==> src/rtl/tpu_pkg.sv <==
// Shared types and default widths for the systolic array output path.
package tpu_pkg;

    localparam int DEF_DATA_W = 8;
    localparam int DEF_COLS   = 2;

    typedef logic [DEF_DATA_W-1:0] acc_t;
    typedef acc_t [DEF_COLS-1:0]   row_t;

    typedef enum logic {
        IDLE   = 1'b0,
        ACTIVE = 1'b1
    } collect_state_t;

endpackage

==> src/rtl/collector_fifo.sv <==
// Synchronous row FIFO with a per-entry last tag; wrap-bit pointers give full/empty.
module collector_fifo #(
    parameter int W     = 16,
    parameter int DEPTH = 4
) (
    input  logic         clk,
    input  logic         reset,
    input  logic         clear,
    input  logic         push,
    input  logic         pop,
    input  logic [W-1:0] wr_data,
    input  logic         wr_last,
    output logic [W-1:0] rd_data,
    output logic         rd_last,
    output logic         full,
    output logic         empty
);

    localparam int AW = $clog2(DEPTH);

    logic [W-1:0]     mem [DEPTH];
    logic [DEPTH-1:0] last_mem;
    logic [AW:0]      wr_ptr;
    logic [AW:0]      rd_ptr;
    logic [AW-1:0]    wr_idx;
    logic [AW-1:0]    rd_idx;
    logic             do_pop;

    assign wr_idx = wr_ptr[AW-1:0];
    assign rd_idx = rd_ptr[AW-1:0];
    assign empty  = (wr_ptr == rd_ptr);
    assign full   = (wr_idx == rd_idx) && (wr_ptr[AW] != rd_ptr[AW]);
    assign do_pop = pop & ~empty;

    always_ff @(posedge clk or negedge reset) begin
        if (!reset) begin
            wr_ptr <= '0;
            rd_ptr <= '0;
        end else if (clear) begin
            wr_ptr <= '0;
            rd_ptr <= '0;
        end else begin
            if (push) wr_ptr <= wr_ptr + 1'b1;
            if (do_pop) rd_ptr <= rd_ptr + 1'b1;
        end
    end

    // Storage needs no reset: reads are masked while empty.
    always_ff @(posedge clk) begin
        if (push && !clear) begin
            mem[wr_idx]      <= wr_data;
            last_mem[wr_idx] <= wr_last;
        end
    end

    assign rd_data = empty ? '0 : mem[rd_idx];
    assign rd_last = ~empty & last_mem[rd_idx];

endmodule

==> src/rtl/systolic_output_collector.sv <==
// Deskews bottom-row PE results, packs them into rows and buffers them for a valid/ready sink.
// Define COLLECT_RELU_EN to clamp negative column values to zero at push.
//
// state  | meaning
// IDLE   | no matrix partially drained
// ACTIVE | at least one row of the current matrix popped, last row still pending
module systolic_output_collector
    import tpu_pkg::*;
#(
    parameter int COLS       = DEF_COLS,
    parameter int DATA_W     = DEF_DATA_W,
    parameter int ROWS       = 2,
    parameter int FIFO_DEPTH = 4
) (
    input  logic                   clk,
    input  logic                   reset,
    input  logic                   clear,
    input  logic [COLS*DATA_W-1:0] acc_in,
    input  logic [COLS-1:0]        col_valid,
    output logic [COLS*DATA_W-1:0] out_data,
    output logic                   out_valid,
    input  logic                   out_ready,
    output logic                   out_last,
    output logic                   done,
    output logic                   overflow,
    output logic                   skew_err
);

    localparam int ROW_W = COLS * DATA_W;
    localparam int CW    = (ROWS > 1) ? $clog2(ROWS) : 1;

    logic [COLS-1:0][DATA_W-1:0] col_d;
    logic [COLS-1:0]             col_v;
    logic [COLS-1:0][DATA_W-1:0] al_d;
    logic [COLS-1:0]             al_v;

    // Column j is delayed COLS-1-j cycles so every column lines up with the last one.
    for (genvar j = 0; j < COLS; j++) begin : g_col
        localparam int D = COLS - 1 - j;
        if (D == 0) begin : g_direct
            assign col_d[j] = acc_in[j*DATA_W +: DATA_W];
            assign col_v[j] = col_valid[j];
        end else begin : g_delay
            logic [D-1:0][DATA_W-1:0] pd;
            logic [D-1:0]             pv;
            always_ff @(posedge clk or negedge reset) begin
                if (!reset) begin
                    pd <= '0;
                    pv <= '0;
                end else if (clear) begin
                    pd <= '0;
                    pv <= '0;
                end else begin
                    pd[0] <= acc_in[j*DATA_W +: DATA_W];
                    pv[0] <= col_valid[j];
                    for (int k = 1; k < D; k++) begin
                        pd[k] <= pd[k-1];
                        pv[k] <= pv[k-1];
                    end
                end
            end
            assign col_d[j] = pd[D-1];
            assign col_v[j] = pv[D-1];
        end
    end

    always_ff @(posedge clk or negedge reset) begin
        if (!reset) begin
            al_d <= '0;
            al_v <= '0;
        end else if (clear) begin
            al_d <= '0;
            al_v <= '0;
        end else begin
            al_d <= col_d;
            al_v <= col_v;
        end
    end

    logic             row_all;
    logic             row_any;
    logic             full;
    logic             empty;
    logic             pop_ok;
    logic             push_ok;
    logic             head_last;
    logic [ROW_W-1:0] push_data;
    logic [ROW_W-1:0] head_data;
    logic [CW-1:0]    push_cnt;
    collect_state_t   state;

    assign row_all = &al_v;
    assign row_any = |al_v;
    assign pop_ok  = out_ready & ~empty;
    // A full FIFO still accepts a row when the head leaves in the same cycle.
    assign push_ok = row_all & (~full | pop_ok);

    always_comb begin
        push_data = al_d;
`ifdef COLLECT_RELU_EN
        for (int j = 0; j < COLS; j++) begin
            if (al_d[j][DATA_W-1]) push_data[j*DATA_W +: DATA_W] = '0;
        end
`endif
    end

    collector_fifo #(
        .W     (ROW_W),
        .DEPTH (FIFO_DEPTH)
    ) u_fifo (
        .clk     (clk),
        .reset   (reset),
        .clear   (clear),
        .push    (push_ok),
        .pop     (pop_ok),
        .wr_data (push_data),
        .wr_last (push_cnt == CW'(ROWS - 1)),
        .rd_data (head_data),
        .rd_last (head_last),
        .full    (full),
        .empty   (empty)
    );

    always_ff @(posedge clk or negedge reset) begin
        if (!reset) begin
            push_cnt <= '0;
            overflow <= 1'b0;
            skew_err <= 1'b0;
            done     <= 1'b0;
            state    <= IDLE;
        end else if (clear) begin
            push_cnt <= '0;
            overflow <= 1'b0;
            skew_err <= 1'b0;
            done     <= 1'b0;
            state    <= IDLE;
        end else begin
            if (push_ok) push_cnt <= (push_cnt == CW'(ROWS - 1)) ? '0 : push_cnt + 1'b1;
            if (row_all && full && !pop_ok) overflow <= 1'b1;
            if (row_any && !row_all) skew_err <= 1'b1;
            done <= pop_ok & head_last;
            case (state)
                IDLE:    if (pop_ok && !head_last) state <= ACTIVE;
                ACTIVE:  if (pop_ok && head_last) state <= IDLE;
                default: state <= IDLE;
            endcase
        end
    end

    assign out_data  = head_data;
    assign out_valid = ~empty;
    assign out_last  = head_last;

endmodule

==> config.mk <==
export PLATFORM = sky130hd
export DESIGN_NAME = systolic_output_collector
export DESIGN_NICKNAME = d
export VERILOG_FILES = /design/src/rtl/tpu_pkg.sv /design/src/rtl/collector_fifo.sv /design/src/rtl/systolic_output_collector.sv
export SDC_FILE = /design/constraint.sdc
export NUM_CORES = 1
export LEC_CHECK = 0
export CORE_MARGIN = 2
export CORE_UTILIZATION = 60
export DETAILED_ROUTE_END_ITERATION = 6
export HOLD_SLACK_MARGIN = 0.08
export PLACE_DENSITY = 0.94
export SLEW_MARGIN = 15
export SYNTH_ARGS = -nofsm -noshare
export SYNTH_HDL_FRONTEND = slang
export SYNTH_SLANG_ARGS = --single-unit
export TNS_END_PERCENT = 20
==> constraint.sdc <==
create_clock -name clk -period 5.7 [get_ports clk]
set_input_delay 0.57 -clock clk [delete_from_list [all_inputs] [get_ports clk]]
set_output_delay 0.57 -clock clk [all_outputs]
set_load 0.05 [all_outputs]
==> out/qor.json <==
{
  "synth.ff_latch_count": 105,
  "die_w_um": 86.4,
  "post_synth_num_cell_types": 25,
  "synth_sequential_area_ratio": 0.729,
  "cts_post_setup_buffers_inserted": 0,
  "dr_total_vias": 1877,
  "cts_tree": "built",
  "comb_power_share": 0.067,
  "total_switching_power_mw": 0.286,
  "floorplan.die_area_mm2": 0.00746,
  "grt_antenna_before_repair": 0,
  "tightestPinTransition_ps": 978,
  "ys_top_cells_by_count": "68 x edfxtp_1, 37 x dfrtp_1, 36 x nor2b_1",
  "clockPowerShare": 0.303,
  "ff2ff_path_depth": 4,
  "synth_top_cell_by_area": "edfxtp_1",
  "fp-row-count": 30,
  "cts_resized": 0,
  "synth_largest_type_area_fraction": 0.501,
  "rsz0062_at_grt": "false",
  "placement.io_buffers": 42,
  "period_needed_ps": 3770,
  "topRoutingLayerUsed": "met4",
  "drt_first_pass_iters": 4,
  "tns_ps": 0,
  "fraction_of_synthesis_flops_using_an_asynchronous_set_or_reset_pin": 0.352,
  "core_area_mm2": 0.00668,
  "initial_utilization": 0.610,
  "critical-path-max-stage-delay_ps": 990,
  "met3RoutedLength_um": 244,
  "leakage_nw": 1.75,
  "required_time_of_the_critical_path_ps": 5130,
  "cts-htree-levels": 3,
  "grt_pass1_wl_um": 10100,
  "regToRegSetupSlack_ps": 2700,
  "gpl.final_weighted_congestion": 0.721,
  "synth.mux.area_fraction": 0.0989,
  "reg_to_reg_start": "u_fifo.rd_ptr[1]",
  "postSynthAreaPerCell_um2": 18.6,
  "layout_worst_path_cycle_share": 0.662,
  "setup_viol": 0,
  "p_int_mw": 1.03,
  "synth.net_count": 247,
  "grtUsageTotal": 0.191,
  "drt-met1-wl_um": 2530,
  "timing.critical_path.cells": "xor2_4 -> nor3_4 -> and2b_1 -> clkdlybuf4s50_1",
  "timing.critical_path.slowest_stage_cell": "dfrtp_1",
  "clock_sink_count": 105,
  "grt_pass1_vias": 1993,
  "stdcell_count": 350,
  "layout.nets": 293,
  "insertion_delay_ps": 370,
  "synth_fa_ha_area_frac": 0.0184,
  "n_antenna_cell": 0,
  "ctsHoldBuffers": 0,
  "synth_cells": 219,
  "timing.slew.headroom": 0.348,
  "hp-class": "input pin to asynchronous set/reset pin",
  "endpoint_kind": "output port",
  "yosys.area_share.xor_xnor": 0.0264,
  "ant_nets": 0,
  "critPathArrivalTime_ps": 3200,
  "holdWs_ps": 293,
  "detail_route.drc_violations": 0,
  "synth_flop_cell": "edfxtp_1",
  "peakVddDrop_mv": 0.156,
  "cp_max_fanout": 20,
  "result_of_the_run": "finished clean",
  "skew_ps": 12.9,
  "finalWirelength_um": 6190,
  "cts.path.max_buffers": 2,
  "synth_area_leaders": "edfxtp_1 50%, dfrtp_1 23%, mux4_2 9.4%, nor2b_1 5.5%, ha_1 1.8%",
  "clock.fmax_mhz": 265,
  "switching_share": 0.217,
  "finalMaxSlewViolations": 0,
  "hold_viol_final": 0,
  "synth_top_family_by_area": "multiplexers",
  "dr_wl_met2_um": 3280,
  "most_numerous_cell_in_the_yosys_netlist": "edfxtp_1",
  "floorplan.die.height_um": 86.4,
  "synth_compound_gate_area_share": 0.0157,
  "drt-vias-per-instance": 5.36,
  "grt-ovfl-total": 0,
  "grt_max_degree": 39,
  "drt_first_iter_violations": 151,
  "post_synth_instance_area_mm2": 0.00407,
  "final_layout_size_suffix_gt1_frac": 0.141,
  "hpwl_um": 3940,
  "seq_power_share": 0.629,
  "cts-buffers-inserted": 9,
  "pin_count": 43,
  "pwr_density_cell_mw_per_mm2": 279,
  "numPlacedInstances": 334,
  "regToRegEndpoint": "u_fifo.mem[0][14]",
  "area_delta_synth_final_pct": 15.9,
  "crit_path_start_kind": "register",
  "synth_edf_count": 68,
  "wire_per_inst_um": 17.7,
  "cts.root.buffer_cell": "clkbuf_8",
  "maxCapViolations": 0,
  "clk_transition_reported_paths_ps": 90,
  "ys.warnings.count": 0,
  "timing_worst_setup_path_type": "register to output port",
  "synthSimpleGateAreaFrac": 0.0952
}
## cells in the final DEF (no fill, tap or decap), drive strengths merged
master / netlist / routed
xor2: 6 / 6
dfrtp: 37 / 37
edfxtp: 68 / 68
o41ai: 1 / 1
nor2: 9 / 9
nor3: 1 / 1
xnor2: 2 / 2
clkbuf: 6 / 13
mux2i: 2 / 2
and2b: 8 / 8
nor3b: 2 / 2
o21ai: 1 / 1
nor2b: 36 / 36
or3: 1 / 1
o311ai: 1 / 1
nor4: 1 / 1
a21oi: 2 / 2
o31ai: 1 / 1
mux4: 17 / 17
inv: 4 / 4
ha: 6 / 6
clkinv: 0 / 3
buf: 3 / 3
and2: 4 / 4
clkdlybuf4s50: 0 / 41
## worst max path at each step
stage	depth (start not counted)	start	to
finish	4	u_fifo.rd_ptr[1]	out_data[4]
detailed placement	4	u_fifo.rd_ptr[1]	out_data[4]
CTS	4	u_fifo.rd_ptr[1]	out_data[4]
global route	4	u_fifo.rd_ptr[1]	out_data[4]
global placement	4	u_fifo.rd_ptr[1]	out_data[15]
floorplan	4	u_fifo.rd_ptr[1]	out_data[2]
## registers in the layout (all words and copies together), names as in the netlist
register          count
u_fifo.last_mem       4
g_col.g_delay.pd      8
overflow              1
u_fifo.mem           64
push_cnt              1
al_d                 16
skew_err              1
done                  1
g_col.g_delay.pv      1
u_fifo.rd_ptr         3
al_v                  2
u_fifo.wr_ptr         3
## critical path, delay by kind of cell, from the launching register on
| family | cells | cell delay (ps) |
|---|---|---|
| buffers and inverters | 1 | 700 |
| and+or+nand+nor | 2 | 890 |
| xor gates and xnor gates | 1 | 240 |
| DFF | 1 | 990 |
## through the flow
| stage | setup WS, ps | util | area [µm²] | power (mW) |
|---|---|---|---|---|
| global placement | 2350 | 0.681 | 4550 | 0.933 |
| detailed placement | 2240 | 0.681 | 4550 | 0.937 |
| CTS | 1840 | 0.706 | 4720 | 1.33 |
| floorplan | 3340 | - | 4070 | 0.897 |
| global route | 1660 | 0.706 | 4720 | 1.37 |
| finish | 1930 | 0.706 | 4720 | 1.32 |
## logic make-up (layout without fill, tap and decap cells)
kind of cell	Yosys count	in the layout
multiplexers	19	19
AO/OA/AOI/OAI	6	6
XOR/XNOR	8	8
flip-flops	105	105
adder cells (fa/ha/maj)	6	6
AND/OR/NAND/NOR	62	62
buffers and inverters	13	64
## final cells by class
type | instances | area, µm²
clock inverter | 3 | 18.8
inverter | 4 | 15.0
tap | 80 | 100
timing repair buffer | 44 | 430
multi-input combinational | 101 | 1040
clock buffer | 13 | 149
fill | 412 | 1960
sequential | 105 | 2970
## routing by layer
metal	up-vias	global-route usage
met5	-	0
met4	0	0.0795
met3	14	0.0524
met2	49	0.317
met1	930	0.239
li1	884	-
## power groups by stage
stage | logic (mW) | registers, mW | clock network [mW]
after floorplan | 0.0522 | 0.845 | 0
after detailed placement | 0.0901 | 0.847 | 0
final | 0.0885 | 0.830 | 0.400
after global routing | 0.0955 | 0.832 | 0.438
after CTS | 0.0902 | 0.830 | 0.406
after global placement | 0.0878 | 0.845 | 0
Note: power is estimated with default switching activity, not from simulation.
